**config.mk**
```make
export PLATFORM = sky130hd
export DESIGN_NAME = state_sequencer
export DESIGN_NICKNAME = d
export VERILOG_FILES = /design/src/rtl/state_sequencer.sv
export SDC_FILE = /design/constraint.sdc
export NUM_CORES = 1
export LEC_CHECK = 0
export CORE_AREA = 2 2 57 59
export DETAILED_ROUTE_END_ITERATION = 16
export DIE_AREA = 0 0 59 61
export PLACE_DENSITY_LB_ADDON = 0.1
export SLEW_MARGIN = 40
export SYNTH_ARGS = -nofsm -noshare
export SYNTH_HDL_FRONTEND = slang
export SYNTH_SLANG_ARGS = --single-unit
```
**constraint.sdc**
```tcl
create_clock -name clk -period 2.5 [get_ports clk]
set_input_delay 0.25 -clock clk [delete_from_list [all_inputs] [get_ports clk]]
set_output_delay 0.25 -clock clk [all_outputs]
set_load 0.05 [all_outputs]
```
**src/rtl/state_sequencer.sv**
```systemverilog
// Next-state engine of the multicycle core: walks fetch/decode/execute/writeback
// per opcode and sequences the LM/SM register-mask transfer loop.
module state_sequencer #(
  parameter int STATE_W  = 5,
  parameter int IR_W     = 16,
  parameter int LSM_REGS = 8
) (
  input  logic               clk,
  input  logic               rst_n,
  input  logic [IR_W-1:0]    ir,
  input  logic               carry_flag,
  input  logic               zero_flag,
  input  logic               eq_flag,
  input  logic               mem_ready,
  output logic [STATE_W-1:0] state_id,
  output logic [2:0]         lsm_idx,
  output logic               lsm_step,
  output logic               instr_done,
  output logic               illegal_op
);

  typedef enum logic [STATE_W-1:0] {
    S_FETCH    = STATE_W'(0),  S_ADD      = STATE_W'(1),  S_ADD_WB   = STATE_W'(2),
    S_ADI      = STATE_W'(3),  S_ADI_WB   = STATE_W'(4),  S_ADC_WB   = STATE_W'(5),
    S_ADZ_WB   = STATE_W'(6),  S_LINK     = STATE_W'(7),  S_NDU      = STATE_W'(8),
    S_NDU_WB   = STATE_W'(9),  S_NDC_WB   = STATE_W'(10), S_LHI      = STATE_W'(11),
    S_LHI_WB   = STATE_W'(12), S_PC_INC   = STATE_W'(13), S_DECODE   = STATE_W'(14),
    S_ADDR     = STATE_W'(15), S_SW_MEM   = STATE_W'(16), S_SM_MEM   = STATE_W'(17),
    S_LW_MEM   = STATE_W'(18), S_LW_WB    = STATE_W'(19), S_LSM_BASE = STATE_W'(20),
    S_LM_MEM   = STATE_W'(21), S_BEQ      = STATE_W'(22), S_BR_TGT   = STATE_W'(23),
    S_JLR      = STATE_W'(24)
  } state_t;

  state_t     state_q, state_d;
  logic [2:0] lsm_idx_q, lsm_idx_d;
  logic       c_snap_q, c_snap_d, z_snap_q, z_snap_d;
  logic       lsm_step_q, lsm_step_d, instr_done_q, instr_done_d, illegal_op_q, illegal_op_d;

  logic [3:0]          opcode;
  logic [1:0]          cz;
  logic                cond;
  logic [LSM_REGS-1:0] mask;
  logic [3:0]          first_bit, next_bit;
  logic                unused_ir_bits;

  // Returns {found, index} of the lowest set mask bit at or above start.
  function automatic logic [3:0] find_bit(input logic [LSM_REGS-1:0] m, input int start);
    logic [3:0] r;
    r = '0;
    for (int i = LSM_REGS - 1; i >= 0; i--) begin
      if (i >= start && m[i]) r = {1'b1, 3'(i)};
    end
    return r;
  endfunction

  assign opcode         = ir[IR_W-1 -: 4];
  assign cz             = ir[1:0];
  assign mask           = ir[LSM_REGS-1:0];
  assign cond           = (cz == 2'b10 && c_snap_q) || (cz == 2'b01 && z_snap_q);
  assign first_bit      = find_bit(mask, 0);
  assign next_bit       = find_bit(mask, int'(lsm_idx_q) + 1);
  assign unused_ir_bits = ^ir[IR_W-5:LSM_REGS];

  always_comb begin
    state_d      = state_q;
    lsm_idx_d    = lsm_idx_q;
    c_snap_d     = c_snap_q;
    z_snap_d     = z_snap_q;
    lsm_step_d   = 1'b0;
    instr_done_d = 1'b0;
    illegal_op_d = 1'b0;
    case (state_q)
      S_FETCH:  if (mem_ready) state_d = S_PC_INC;
      S_PC_INC: state_d = S_DECODE;
      S_DECODE: begin
        // Flags are frozen here so execute states ignore later flag updates.
        c_snap_d = carry_flag;
        z_snap_d = zero_flag;
        case (opcode)
          4'b0000: state_d = S_ADD;
          4'b0001: state_d = S_ADI;
          4'b0010: state_d = S_NDU;
          4'b0011: state_d = S_LHI;
          4'b0100, 4'b0101: state_d = S_ADDR;
          4'b0110, 4'b0111: state_d = S_LSM_BASE;
          4'b1100: state_d = S_BEQ;
          4'b1000, 4'b1001: state_d = S_LINK;
          default: begin
            state_d      = S_FETCH;
            illegal_op_d = 1'b1;
          end
        endcase
      end
      S_ADD: begin
        if (cz == 2'b00)                  state_d = S_ADD_WB;
        else if (cz == 2'b10 && c_snap_q) state_d = S_ADC_WB;
        else if (cz == 2'b01 && z_snap_q) state_d = S_ADZ_WB;
        else begin state_d = S_FETCH; instr_done_d = 1'b1; end
      end
      S_NDU: begin
        if (cz == 2'b00) state_d = S_NDU_WB;
        else if (cond)   state_d = S_NDC_WB;
        else begin state_d = S_FETCH; instr_done_d = 1'b1; end
      end
      S_ADI:  state_d = S_ADI_WB;
      S_LHI:  state_d = S_LHI_WB;
      S_ADDR: state_d = (opcode == 4'b0100) ? S_LW_MEM : S_SW_MEM;
      S_LW_MEM: if (mem_ready) state_d = S_LW_WB;
      S_SW_MEM: if (mem_ready) begin state_d = S_FETCH; instr_done_d = 1'b1; end
      S_LSM_BASE: begin
        if (!first_bit[3]) begin
          state_d      = S_FETCH;
          instr_done_d = 1'b1;
        end else begin
          lsm_idx_d = first_bit[2:0];
          state_d   = (opcode == 4'b0110) ? S_LM_MEM : S_SM_MEM;
        end
      end
      S_LM_MEM, S_SM_MEM: begin
        if (mem_ready) begin
          lsm_step_d = 1'b1;
          if (next_bit[3]) lsm_idx_d = next_bit[2:0];
          else begin state_d = S_FETCH; instr_done_d = 1'b1; end
        end
      end
      S_BEQ: begin
        if (eq_flag) state_d = S_BR_TGT;
        else begin state_d = S_FETCH; instr_done_d = 1'b1; end
      end
      S_LINK: state_d = (opcode == 4'b1000) ? S_BR_TGT : S_JLR;
      S_ADD_WB, S_ADI_WB, S_ADC_WB, S_ADZ_WB, S_NDU_WB, S_NDC_WB,
      S_LHI_WB, S_LW_WB, S_BR_TGT, S_JLR: begin
        state_d      = S_FETCH;
        instr_done_d = 1'b1;
      end
      default: state_d = S_FETCH;
    endcase
  end

  always_ff @(posedge clk or negedge rst_n) begin
    if (!rst_n) begin
      state_q      <= S_FETCH;
      lsm_idx_q    <= '0;
      c_snap_q     <= 1'b0;
      z_snap_q     <= 1'b0;
      lsm_step_q   <= 1'b0;
      instr_done_q <= 1'b0;
      illegal_op_q <= 1'b0;
    end else begin
      state_q      <= state_d;
      lsm_idx_q    <= lsm_idx_d;
      c_snap_q     <= c_snap_d;
      z_snap_q     <= z_snap_d;
      lsm_step_q   <= lsm_step_d;
      instr_done_q <= instr_done_d;
      illegal_op_q <= illegal_op_d;
    end
  end

  assign state_id   = state_q;
  assign lsm_idx    = lsm_idx_q;
  assign lsm_step   = lsm_step_q;
  assign instr_done = instr_done_q;
  assign illegal_op = illegal_op_q;

endmodule
```
* Yosys cells after proc, flatten, opt, wreduce, memory -nomap -nowiden
Index checks and enable logic that the tools add are counted.
** Storage, ports and cells
- Word-level logic and storage cells :: 133
- Memories :: 0
- Register bits after elaboration :: 13
- Bits in latches :: 0
- Output and inout bits :: 11
- Bits in writable memories :: 0
- Bits in read-only memories :: 0
- Bits of input ports :: 22
** Cells by class
- Bitwise gates (word level) :: 0
- Equality and inequality tests :: 43
- Reductions and logical operators :: 23
- Div/mod/pow operators :: 0
- Multipliers :: 0
- Shift operators :: 0
- Magnitude comparators :: 8
- Mux-type cells :: 51
- Add/sub/neg operators :: 1
** Operator list (count)
- 4-bit two-way mux :: 19
- 5-bit case mux with 14 select lines :: 1
- 5-bit == test, second input constant :: 9
- 5-bit by 4-bit == test with 1-bit output, second input constant :: 8
- 5-bit case mux with 8 select lines :: 1
- 5-bit two-way mux :: 7
- 3-bit two-way mux :: 7
- 5-bit by 3-bit == test with 1-bit output, second input constant :: 4
- 4-bit by 3-bit == test with 1-bit output, second input constant :: 4
- 3-bit by 4-bit greater-or-equal comparator with 1-bit output, first input constant :: 4
- 2-bit inequality test, second input constant :: 7
- 1-bit two-way mux :: 13
- 4-bit == test, second input constant :: 3
- 11-bit OR reduction :: 1
- 5-bit by 2-bit == test with 1-bit output, second input constant :: 2
- 1-bit logical AND :: 10
- 10-bit OR reduction :: 1
- 4-bit by 2-bit == test with 1-bit output, second input constant :: 2
- 1-bit by 4-bit greater-or-equal comparator with 1-bit output, first input constant :: 2
- 2-bit by 4-bit greater-or-equal comparator with 1-bit output, first input constant :: 2
- 2-bit OR reduction :: 4
- 1-bit case mux with 7 select lines :: 1
- 3-bit case mux with 2 select lines :: 1
- 5-bit by 1-bit == test with 1-bit output, second input constant :: 1
- 12 further kinds :: 12

* Logic depth before layout (Yosys ltp)
Gate-level depths: netlist (run 1).
- Depth in word-level cells :: 14
- Depth in mapped cells :: 8
- Gate-level depth less buffers :: 8

* Worst setup path after synthesis (run 1)
OpenSTA, ideal clock, no wires.
- Path type :: flip-flop to flip-flop
- From :: register lsm_idx_q[0], in the netlist lsm_idx[0]
- To :: register lsm_idx_q[1], in the netlist lsm_idx[1]
- Slack :: -0.195 ns
- Data required time :: 2.375 ns
- Buffers on the path :: 0
- Clock period less this slack :: 2.695 ns
- Library setup time :: 0.125 ns
- Stages on the path, launching flop included :: 9
- Data arrival time :: 2.570 ns
- Cells stage by stage :: dfrtp_1 -> inv_1 -> ha_1 -> a21o_1 -> a21oi_2 -> or2b_1 -> a311oi_4 -> o21ba_2 -> mux2_2
** Between the ends
- Word-level cells in the longest chain between the ends :: 14
- Elaborated cells between the ends (all ways) :: 30
- Classes of those cells :: 1 x add/sub; 8 x order compare; 1 x eq/ne; 11 x mux; 9 x reduce/logical
** Ends and longest elaborated chain
- from (decl) :: RTL line 35 : logic [2:0] lsm_idx_q, lsm_idx_d;
- from (signal assigned) :: RTL line 151 : lsm_idx_q <= lsm_idx_d;
- 3-bit by 1-bit adder with 4-bit output * :: RTL line 61 : assign next_bit = find_bit(mask, int'(lsm_idx_q) + 1);
- 3-bit by 4-bit greater-or-equal comparator with 1-bit output :: RTL line 51 : if (i >= start && m[i]) r = {1'b1, 3'(i)};
- 1-bit logical AND :: RTL line 51
- 4-bit two-way mux (7 in series) :: RTL line 51
- 4-bit two-way mux * :: RTL line 51
- 3-bit two-way mux :: RTL line 122 : if (next_bit[3]) lsm_idx_d = next_bit[2:0];
- 3-bit two-way mux :: RTL line 120 : if (mem_ready) begin
- 3-bit case mux with 2 select lines :: RTL line 72 : case (state_q)
Mark *: on every way between the ends. The rest lies on a longest branch, timed or not. The select of a mux whose other input is x is not followed.
A chain may end at the register's enable or synchronous reset.

* Worst setup path in the final report (run 1)
- From :: register lsm_idx_q[1], in the netlist lsm_idx[1]
- To :: register lsm_idx_q[2], in the netlist lsm_idx[2]
The elaborated chain is that of the path after synthesis.

==> summary.txt, run 1 <==
Status
  • Outcome: completed

Power and ir drop
  • Worst vdd ir: approximately 0.00059 V
  • Clock power share: 7.7%
  • Switching portion of total power: 51.28%
  • Internal power: ~850 uW
  • Comb pwr share: 70.1%
  • Leak pwr: about 0.00075 uW
  • NetSw: ~900 uW
  • Seq pwr share: approximately 22%
  • PD cells: ~940 nW/um^2

Synthesis
  • Synthesized area: 1436 sq um
  • Post-synthesis sequential area ratio: a little under a quarter
  • Post-synth EDFFs: 0
  • Most used flip-flop cell after synthesis: dfrtp_1
  • Synth area leaders: dfrtp_1 23%, o21ai_0 4.2%, nor2_1 3.9%
  • Number of synthesized register bits: 13
  • Mapped Cells: ~180
  • Syn nets: slightly above 200
  • Mean Syn Cell Area: between 7 and 8 sq um
  • Library cells used by synthesis: between 60 and 70
  • Async S/R FF share, synth: 100.0%
  • Ys Warns: 0
  • Synth area leader: dfrtp_1
  • Share of Yosys cell area claimed by the top area cell type: ~23%

Routing
  • # DRC: 0
  • ANT nets after route: 0
  • DRT iter0 DRCs: just over 80
  • WL/cell: between 15 and 20 um
  • Vias: approximately 1,500
  • 1st-pass router iterations: 4
  • Detailed Route WL: ~3900 um
  • Via density: ~6.2

STA
  • Tightest Pin Transition: between 0.6 and 0.7 ns
  • Fin. Hold Viols: 0
  • Setup TNS: 0 ns
  • Post-route minimum period: 2.434 ns
  • Layout Skew: between 0.005 and 0.006 ns
  • Final period util: a little over nine tenths
  • Maximum clock rate: around 0.41 GHz
  • Relative slew slack: 58.37%
  • Slew Limit Fails: 0
  • Final setup viols: 0

Final layout
  • Nets: 244
  • Area Growth Syn to Fin: 29.79%
  • Final instance area: around 1900 sq um
  • Flip-flop and latch area: ~330 sq um
  • Multi-input gate area: 1027 sq um
  • # fillers: 280
  • Fraction of layout cells with a size suffix above 1: between 20 and 25%
  • Antenna diodes: 0

Worst setup path
  • Crit-path leading delay family: compound AO/OA/AOI/OAI gates
  • Critical Path Max Stage Delay: 0.45 ns
  • End point of the critical path: lsm_idx[2]$_DFFE_PN0P_
  • CP max stage cell: dfrtp_2
  • Startpoint Class: flip-flop
  • Worst R2R Start: lsm_idx[1]$_DFFE_PN0P_
  • Worst setup path startpoint: lsm_idx[1]$_DFFE_PN0P_
  • Stages on worst setup path: 8
  • Buf/Inv on CP: 1
  • Worst r2r path cells: 8
  • Crit path arrival time: around 2.6 ns
  • CP Class: flip-flop to flip-flop
  • CP required: 2.67 ns
  • R2R Path End: lsm_idx[2]$_DFFE_PN0P_
  • R2R setup slack: ~0.066 ns
  • CP Capture Type: flip-flop
  • Crit-path cells: inv_1 -> ha_1 -> nand2b_2 -> o311ai_4 -> nand3_2 -> a311oi_4 -> o21ba_4 -> mux2_2
  • Crit path max fanout: 7

Flow run
  • MaxCap Viol Count: 0

Clock tree
  • Htree depth: 1
  • CTS clk-pin slew, worst paths: 0.08 ns
  • Root Driver: clkbuf_4
  • CTS buffer count: 3
  • CTS Buffer Depth: 2
  • TritonCTS clock tree: done
  • Hold_buf cts: 0
  • Clock Latency Late Sink: approximately 0.28 ns
  • CTS sink count: 13

GRT
  • GRT Total Usage: between 20 and 25%
  • First-pass GRT wire length: roughly 6400 um
  • Total grt overflow: 0
  • Largest net degree at the start of global routing: 16
  • Vias in the first global route: approximately 1,400
  • Initial antenna violation count: 0

Placed design
  • Port bufs: 28
  • DP HPWL: a little under 3000 um
  • Final GP Congestion: around 0.91
  • Placed Area: 1797 sq um

Die
  • Die H: 61 um
  • Area of the core: 2953 sq um
  • Die W: between 50 and 60 um
  • Initial Utilization: about 49%
  • Row count: 20
  • I/O pin count: 33
  • Die area: roughly 3600 sq um

Min path
  • Worst Hold Class: primary input to asynchronous set/reset pin
through the flow:
stage / utilization (%) / setup slack (ns) / total power [uW] / cells / hold slack, ns
floorplan: - / 0.06540 / 1215 / 182 / -0.04559
global placement: 60.85 / 0.1348 / 1520 / 244 / 0.4921
detailed placement: 60.85 / 0.09832 / 1543 / 244 / 0.4977
CTS: 61.74 / 0.07305 / 1680 / 248 / 0.3729
global route: 63.14 / -0.01682 / 1883 / 251 / 0.3928
finish: 63.14 / 0.06645 / 1749 / 251 / 0.3492
repair_timing:
item | 4_1_cts | 5_1_grt
buffers inserted | 0 | 3
endpoints found under the setup margin | 0 | 3
gates resized for setup | 0 | 4
area by class of cell:
class,instances,area share [%]
clock buffer,4,1.409
inverter,13,2.617
multi-input combinational,145,55.10
sequential,13,17.58
tap,33,2.215
timing repair buffer,43,21.07
cell families after synthesis:
kind of cell / after synthesis / synth area share (%)
AOI/OAI and AO/OA: 60 / 32.32
xor gates and xnor gates: 3 / 2.352
adders and majority gates: 3 / 2.614
buffers and inverters: 24 / 7.578
DFF: 13 / 22.65
muxes: 7 / 5.574
and+or+nand+nor: 72 / 26.92
routing by layer:
layer / vias to the layer above / global-route usage, % / routed length [um]
li1: 750 / - / -
met1: 743 / 34.03 / 1875
met2: 55 / 36.03 / 1774
met3: 0 / 4.904 / 221
met4: 0 / 1.299 / 0
met5: - / 0 / 0
how the worst min path moves through the flow:
stage,from,to,slack (ns)
after floorplan,rst_n,c_snap_q$_DFFE_PN0P_,-0.05
after global placement,c_snap_q$_DFFE_PN0P_,c_snap_q$_DFFE_PN0P_,0.49
after detailed placement,c_snap_q$_DFFE_PN0P_,c_snap_q$_DFFE_PN0P_,0.50
after CTS,rst_n,state_id[3]$_DFFE_PN0P_,0.37
after global routing,rst_n,state_id[1]$_DFFE_PN0P_,0.39
final,rst_n,state_id[1]$_DFFE_PN0P_,0.35
cell usage after synthesis, drive strengths merged, types with 3 or more instances:
cell	count
nor3	5
ha	3
nand4	3
nor2	15
clkbuf	7
a31oi	3
nand3	11
nor4	3
nand2b	5
o21ai	13
o22ai	4
nor3b	3
mux2	5
nor2b	5
inv	13
dfrtp	13
nand2	13
buf	4
a21oi	11
sequential cells by signal (all words and copies together), names as in the netlist:
| name | flops |
|---|---|
| lsm_step | 1 |
| c_snap_q | 1 |
| state_id | 5 |
| z_snap_q | 1 |
| instr_done | 1 |
| lsm_idx | 3 |
| illegal_op | 1 |
power by group through the flow:
stage	combinational, uW	clock, uW	sequential [uW]
6_report	1230	134	390
5_1_grt	1340	146	403
4_1_cts	1160	135	386
3_5_place_dp	1150	0	392
3_3_place_gp	1140	0	384
2_1_floorplan	653	0	562
cell usage in the layout, fill, tap and decap left out, types with 3 or more instances in the layout:
cell type and instances:
buf_4 15, nand2_1 13, dfrtp_1 11, o21ai_0 12, nor3_1 4, a21oi_1 10, nor3b_1 3, mux2_2 4
clkdlybuf4s50_1 28, a31oi_1 3, nor2b_1 5, nand3_1 10, inv_1 12, nand2b_1 4, nand4_1 3, clkbuf_4 3
nor4_1 3, o22ai_1 3, nor2_1 15
Note: power is estimated with default switching activity, not from simulation.
==> run 2: changes to the inputs <==
- ABC_AREA: not set -> 0
==> results of run 2 <==
The final DEF is identical to that of run 1; final timing and power are the same.
==> RTL change (flow settings as in run 2) <==
`STATE_W`: 5 -> 10.
--- a/src/rtl/state_sequencer.sv
+++ b/src/rtl/state_sequencer.sv
@@ -1,7 +1,7 @@
 // Next-state engine of the multicycle core: walks fetch/decode/execute/writeback
 // per opcode and sequences the LM/SM register-mask transfer loop.
 module state_sequencer #(
-  parameter int STATE_W  = 5,
+  parameter int STATE_W  = 10,
   parameter int IR_W     = 16,
   parameter int LSM_REGS = 8
 ) (
Interface: changed (resized state_id); port bits go from 33 to 38. The function was not compared with the original's and may differ.
==> RTL change against run 2 <==
Highest routed layer is now met4. Wire length is 9.0% higher. Clock skew is 0.0052 ns higher. Non-clock buffer count is 4 lower. Sequential power is 24% higher. Sequential cell count stayed put. Synthesized area is 3.9% higher. Largest cell class unchanged. Count of clock-buffer cells in the layout is 1 lower. Total power is 9.0% higher. Combinational power is 5% higher. Design area is 0.60% lower. Worst setup slack better by 0.0025 ns.
==> RTL change: results <==
INSERT INTO impl_metrics (metric_group, metric, value, unit) VALUES
('final_layout', 'final.fill_count', '269', ''),
('status', 'result_of_the_run', 'finished, final reports clean', ''),
('logic_synthesis', 'syn-mean-instance-area', '7.65', 'um2'),
('final_layout', 'buf_share', '19.6', '%'),
('final_layout', 'clock_cell_area_share', '1.49', '%'),
('critical_path', 'critPathTopFamily', 'simple AND/OR/NAND/NOR gates', ''),
('place', 'place.gp.congestion', '0.902', ''),
('logic_synthesis', 'synth.lib_cells_used.distinct', '64', ''),
('detailed_routing', 'dr_total_vias', '1630', ''),
('logic_synthesis', 'synth_compound_gate_area_share', '31.9', '%'),
('final_layout', 'post_route_cells_drive_above_1_share', '13.8', '%'),
('power', 'p_comb_share', '67.5', '%'),
('detailed_routing', 'first_iter_violations', '132', ''),
('place', 'placed_instance_area', '1810', 'um2'),
('final_layout', 'final_nets', '250', ''),
('logic_synthesis', 'synth.top_cells.by_count', 'sky130_fd_sc_hd__nor2_1, sky130_fd_sc_hd__a21oi_1, sky130_fd_sc_hd__dfrtp_1', ''),
('detailed_routing', 'met2WireLength', '1960', 'um'),
('final_layout', 'multiInputCombCellCount', '158', ''),
('sta', 'timing_worst_slew_pin_value', '0.654', 'ns'),
('power', 'static-leakage-power', '0.000767', 'uW'),
('place', 'pre_cts_slack', '0.0708', 'ns'),
('global_route', 'grt_first_pass_wirelength', '7020', 'um'),
('detailed_routing', 'detailedRoute.firstPassIterationCount', '7', ''),
('global_route', 'grt_pass1_vias', '1527', ''),
('logic_synthesis', 'synth_fa_ha_area_share', '2.51', '%');
## RTL change: cell types whose count changed after synthesis, sizes merged, moves of 3 or more
| cell | before | now |
|---|---|---|
| inv | 13 | 10 |
| nor3 | 5 | 8 |
| o211ai | 1 | 4 |
| clkbuf | 7 | 12 |
| nand2b | 5 | 9 |
## RTL change: final timing paths
path	from	end	slack (ns)	cells after the start
max	lsm_idx[0]$_DFFE_PN0P_	state_id[4]$_DFFE_PN0P_	0.07	7
min	rst_n	state_id[3]$_DFFE_PN0P_	0.33	1
max reg2reg	lsm_idx[0]$_DFFE_PN0P_	state_id[4]$_DFFE_PN0P_	0.07	7
min reg2reg	c_snap_q$_DFFE_PN0P_	c_snap_q$_DFFE_PN0P_	0.59	1
max in group asynchronous	rst_n	lsm_idx[0]$_DFFE_PN0P_	1.72	1
min in group clk	zero_flag	z_snap_q$_DFFE_PN0P_	0.58	2
